<file path="src/rtl/vga_timing_gen.sv">
// VGA display timing generator: waits for a stable PLL lock, then free-runs
// the h/v raster and emits registered sync, data-enable and pixel coordinates.
module vga_timing_gen #(
    parameter int H_ACTIVE  = 640,
    parameter int H_FP      = 16,
    parameter int H_SYNC    = 96,
    parameter int H_BP      = 48,
    parameter int V_ACTIVE  = 480,
    parameter int V_FP      = 10,
    parameter int V_SYNC    = 2,
    parameter int V_BP      = 33,
    parameter bit SYNC_POL  = 1'b0,
    parameter int LOCK_WAIT = 1024,
    parameter int CW        = 10
) (
    input  logic          clk,
    input  logic          reset,
    input  logic          pll_lock,
    output logic          hsync,
    output logic          vsync,
    output logic          de,
    output logic [CW-1:0] x,
    output logic [CW-1:0] y,
    output logic          line_start,
    output logic          frame_start,
    output logic          running
);
    localparam int HT = H_ACTIVE + H_FP + H_SYNC + H_BP;
    localparam int VT = V_ACTIVE + V_FP + V_SYNC + V_BP;
    localparam int SW = (LOCK_WAIT > 1) ? $clog2(LOCK_WAIT) : 1;

    localparam logic [CW-1:0] H_LAST = CW'(HT - 1);
    localparam logic [CW-1:0] V_LAST = CW'(VT - 1);
    localparam logic [CW-1:0] H_VIS  = CW'(H_ACTIVE);
    localparam logic [CW-1:0] V_VIS  = CW'(V_ACTIVE);
    localparam logic [CW-1:0] HS_BEG = CW'(H_ACTIVE + H_FP);
    localparam logic [CW-1:0] HS_END = CW'(H_ACTIVE + H_FP + H_SYNC);
    localparam logic [CW-1:0] VS_BEG = CW'(V_ACTIVE + V_FP);
    localparam logic [CW-1:0] VS_END = CW'(V_ACTIVE + V_FP + V_SYNC);
    localparam logic [SW-1:0] CNT_LAST = SW'(LOCK_WAIT - 2);

    typedef enum logic [1:0] {WAIT_LOCK, SETTLE, RUN} state_t;

    state_t        state, state_nx;
    logic [1:0]    sync;
    logic          lk;
    logic [SW-1:0] cnt, cnt_nx;
    logic [CW-1:0] h, v, h_nx, v_nx;
    logic          active, de_c, hs_c, vs_c;

    assign lk = sync[1];

    always_ff @(posedge clk) begin
        if (reset) begin
            sync  <= '0;
            state <= WAIT_LOCK;
            cnt   <= '0;
            h     <= '0;
            v     <= '0;
        end else begin
            sync  <= {sync[0], pll_lock};
            state <= state_nx;
            cnt   <= cnt_nx;
            h     <= h_nx;
            v     <= v_nx;
        end
    end

    // Counters sit at zero outside RUN so entry into RUN always starts at (0,0).
    always_comb begin
        state_nx = state;
        cnt_nx   = cnt;
        h_nx     = '0;
        v_nx     = '0;
        case (state)
            WAIT_LOCK: begin
                cnt_nx = '0;
                if (lk) state_nx = (LOCK_WAIT == 1) ? RUN : SETTLE;
            end
            SETTLE: begin
                if (!lk)                  state_nx = WAIT_LOCK;
                else if (cnt == CNT_LAST) state_nx = RUN;
                else                      cnt_nx   = cnt + 1'b1;
            end
            RUN: begin
                if (!lk) begin
                    state_nx = WAIT_LOCK;
                end else if (h == H_LAST) begin
                    v_nx = (v == V_LAST) ? '0 : v + 1'b1;
                end else begin
                    h_nx = h + 1'b1;
                    v_nx = v;
                end
            end
            default: state_nx = WAIT_LOCK;
        endcase
    end

    // A lock loss seen in RUN idles the outputs on the same edge the FSM leaves.
    always_comb begin
        active = (state == RUN) && lk;
        de_c   = active && (h < H_VIS) && (v < V_VIS);
        hs_c   = active && (h >= HS_BEG) && (h < HS_END);
        vs_c   = active && (v >= VS_BEG) && (v < VS_END);
    end

    always_ff @(posedge clk) begin
        if (reset) begin
            hsync       <= ~SYNC_POL;
            vsync       <= ~SYNC_POL;
            de          <= 1'b0;
            x           <= '0;
            y           <= '0;
            line_start  <= 1'b0;
            frame_start <= 1'b0;
            running     <= 1'b0;
        end else begin
            hsync       <= hs_c ? SYNC_POL : ~SYNC_POL;
            vsync       <= vs_c ? SYNC_POL : ~SYNC_POL;
            de          <= de_c;
            x           <= de_c ? h : '0;
            y           <= de_c ? v : '0;
            line_start  <= active && (h == '0);
            frame_start <= active && (h == '0) && (v == '0);
            running     <= active;
        end
    end
endmodule

</file>
<file path="config.mk">
export PLATFORM = sky130hd
export DESIGN_NAME = vga_timing_gen
export DESIGN_NICKNAME = d
export VERILOG_FILES = /design/src/rtl/vga_timing_gen.sv
export SDC_FILE = /design/constraint.sdc
export NUM_CORES = 1
export LEC_CHECK = 0
export ABC_CLOCK_PERIOD_IN_PS = 2600
export BUFFER_PORTS_ARGS = -buffer_cell sky130_fd_sc_hd__clkbuf_2
export CAP_MARGIN = 20
export CORE_UTILIZATION = 40
export CTS_BUF_LIST = sky130_fd_sc_hd__clkbuf_4 sky130_fd_sc_hd__clkbuf_8
export DETAILED_ROUTE_END_ITERATION = 12
export GPL_ROUTABILITY_DRIVEN = 0
export SLEW_MARGIN = 40
export SYNTH_ARGS = -nofsm -noshare
export SYNTH_HDL_FRONTEND = slang
export SYNTH_SLANG_ARGS = --single-unit
</file>
<file path="constraint.sdc">
create_clock -name clk -period 2.6 [get_ports clk]
set_input_delay 0.13 -clock clk [delete_from_list [all_inputs] [get_ports clk]]
set_output_delay 0.13 -clock clk [all_outputs]
set_load 0.02 [all_outputs]
</file>
==> impl_results.md <==
- H-tree depth: 3
- Hold Fails Final Rpt: 0
- IO buf count: 28
- Max clock buf depth: 2
- Detail Placement HPWL: 3650 um
- Initial core utilization: 41.6%
- Power Density: 625 nW/um2
- Worst r2r dst: v[5]
- Worst hold path class: primary input to register
- Tcrit/Tclk final: 86.4%
- Pwr Total: 0.00179 W
- Routed vias: 2,012
- Crit-path leading delay family: simple AND/OR/NAND/NOR gates
- Antenna cell count: 0
- Avg Inst Size Synth: 9.19 um2
- Status: finished, final reports clean
- Layout Skew: 0.00874 ns
- FF/Latch Area: 1200 um2
- Max capacitance violation total: 0
- CP Cell Sequence: ha_1 > nand4_2 > or4_4 > o21ai_0 > nor2_1
- Crit path max fanout: 10
- Multi-input logic area: 1150 um2
- Post-Syn Instances: 268
- Largest net degree at the start of global routing: 12
- Critical Path Sink Type: register
- Full die area: 6470 um2
- Hold Path Depth: 2
- Worst slack at placement: 0.372 ns
- Post-Syn Area: 2460 um2
- Reg2reg start: h[0]
- # clock sinks: 60
- Fraction of layout cells with a size suffix above 1: 18.3%
- Skew-Pair Late Insertion Delay: 0.34 ns
- Grt total ovfl: 0
- Rows: 28
- Worst EP arrival: 2.44 ns
- Worst path buffer plus inverter count: 0
- Commonest cells after routing, fill and taps aside: dfxtp_1 (60), clkbuf_2 (28), nor2_1 (23)
- Worst r2r path cells: 5
- Slew headroom: 49.7%
- Synthesis warning total: 0
- Setup TNS: 0 ns
- Critical-path top delay cell: or4_4
- Die Height: 80.5 um
- Drt first pass iters: 4
- Yosys cell types: 48
- Most used DFF post-synth: dfxtp_1
- Nets@finish: 306
- Clk root buf: clkbuf_8
- Drt drc: 0
- WL/cell: 13.9 um
- Worst setup SP type: register
- Post-route ant nets: 0
- Sequential area share after synthesis: 48.8%
- DR iter-0 viols: 64
- Total core area: 5920 um2
- Worst Path Required: 2.80 ns
- Max stage delay on crit path: 0.62 ns
- HP Start: reset
- Synth-to-Final Area Change: 16.1%
- Die X: 80.5 um
- Net Count, Synth: 277
- CP Class: register to register
- EDFF count, synth: 0
- Number of global-route vias before repair: 1,892
- Gr usage total: 18.5%
- Flop2flop setup slack: 0.35 ns
- Fin crit period: 2.25 ns
- Leak: 1.06 nW
- Slew Limit Fails: 0
- Global-route wire length before repair: 8900 um
- Most common cell after layout, fill and taps aside: dfxtp_1
- Hold Path End: cnt[9]
- Peak Freq: 445 MHz
- Top Ports: 29
- Worst setup margin: 0.355 ns
- Vias/cell: 5.35
- Max VDD drop: 0.290 mV
- Clk slew on worst S/H paths: 0.07 ns
- RSZ-0062 raised after global routing: false
- CTS tree: built
- Inserted Clock Buffers: 9
- Post_cts resized: 0
- Fillers: 594
- Synth async-reset ratio: 0%
- Synth Register Bits: 60
- Antenna violations before repair: 0
- Final setup fails: 0
- Routed Wire Length: 5230 um
- Worst slew pin tran: 0.749 ns
worst max-delay path by stage:
stage	from	to	cells past startpoint
after floorplan	h[5]	v[7]	6
after global placement	h[5]	v[4]	4
after detailed placement	h[0]	v[5]	5
after CTS	h[0]	v[5]	5
after global routing	h[0]	v[4]	5
final	h[0]	v[5]	5
synthesized netlist by cell type, drive strengths merged (5+ instances only):
cell | number | share of area, %
a21oi | 5 | 1.0
and2 | 15 | 3.8
and3 | 7 | 1.9
clkbuf | 10 | 1.6
dfxtp | 60 | 49
ha | 6 | 3.0
inv | 9 | 1.4
nand2 | 17 | 2.6
nand3 | 13 | 2.6
nand4 | 10 | 2.8
nor2 | 23 | 3.5
nor3 | 9 | 1.8
nor4 | 7 | 1.8
o21ai | 10 | 2.0
or3 | 7 | 1.8
or4 | 6 | 2.0
xnor2 | 6 | 2.1
report_power, final:
group / switching [W] / total (W) / internal (W)
clock network: 0.000362 / 0.000850 / 0.000488
logic: 0.00000843 / 0.0000144 / 0.00000601
registers: 0.00000152 / 0.000923 / 0.000922
total: 0.000372 / 0.00179 / 0.00142
registers in the layout, summed over array words and instances (netlist names):
register / count
cnt: 10
h: 10
v: 10
x: 10
y: 10
state: 2
sync: 2
de: 1
frame_start: 1
hsync: 1
line_start: 1
running: 1
vsync: 1
through the flow:
step / utilization [%] / std cells / area [um2] / hold slack [ns]
final: 48.3 / 376 / 2860 / 0.0940
after global routing: 48.3 / 376 / 2860 / 0.109
after CTS: 48.3 / 376 / 2860 / 0.0750
after detailed placement: 44.7 / 360 / 2650 / 0.349
after global placement: 44.7 / 360 / 2650 / 0.338
after floorplan: - / 268 / 2460 / 0.258
cell type report:
class | count | area share [%]
sequential | 60 | 42.0
multi-input combinational | 184 | 40.4
timing repair buffer | 32 | 6.04
clock buffer | 11 | 5.30
tap | 75 | 3.28
clock inverter | 4 | 1.71
inverter | 10 | 1.31
worst register-to-register path: stages, from the launching register on:
cell and delay, ns:
dfxtp_1 0.39, ha_1 0.24, nand4_2 0.21, or4_4 0.62, o21ai_0 0.53, nor2_1 0.11
what timing repair did:
action | in CTS | in global routing
hold endpoints to repair | 1 | 0
endpoints found under the setup margin | 0 | 0
setup buffers | 0 | 0
hold buffers | 1 | 0
kinds of logic after synthesis:
logic type                 share of synthesized area [%]
and+or+nand+nor                                     31.3
DFF                                                 48.8
AOI/OAI and AO/OA                                   7.62
buffers and inverters                               4.37
xor gates and xnor gates                            3.56
adders and majority gates                           3.05
muxes                                               1.22
other                                              0.152
layer usage:
layer / GRT usage, % / part of all wire (%)
met1: 23.0 / 48
met5: 0 / 0
met3: 5.91 / 3.2
met2: 28.6 / 47
met4: 8.57 / 1.9
No activity file was read; power rests on OpenSTA's default activity.
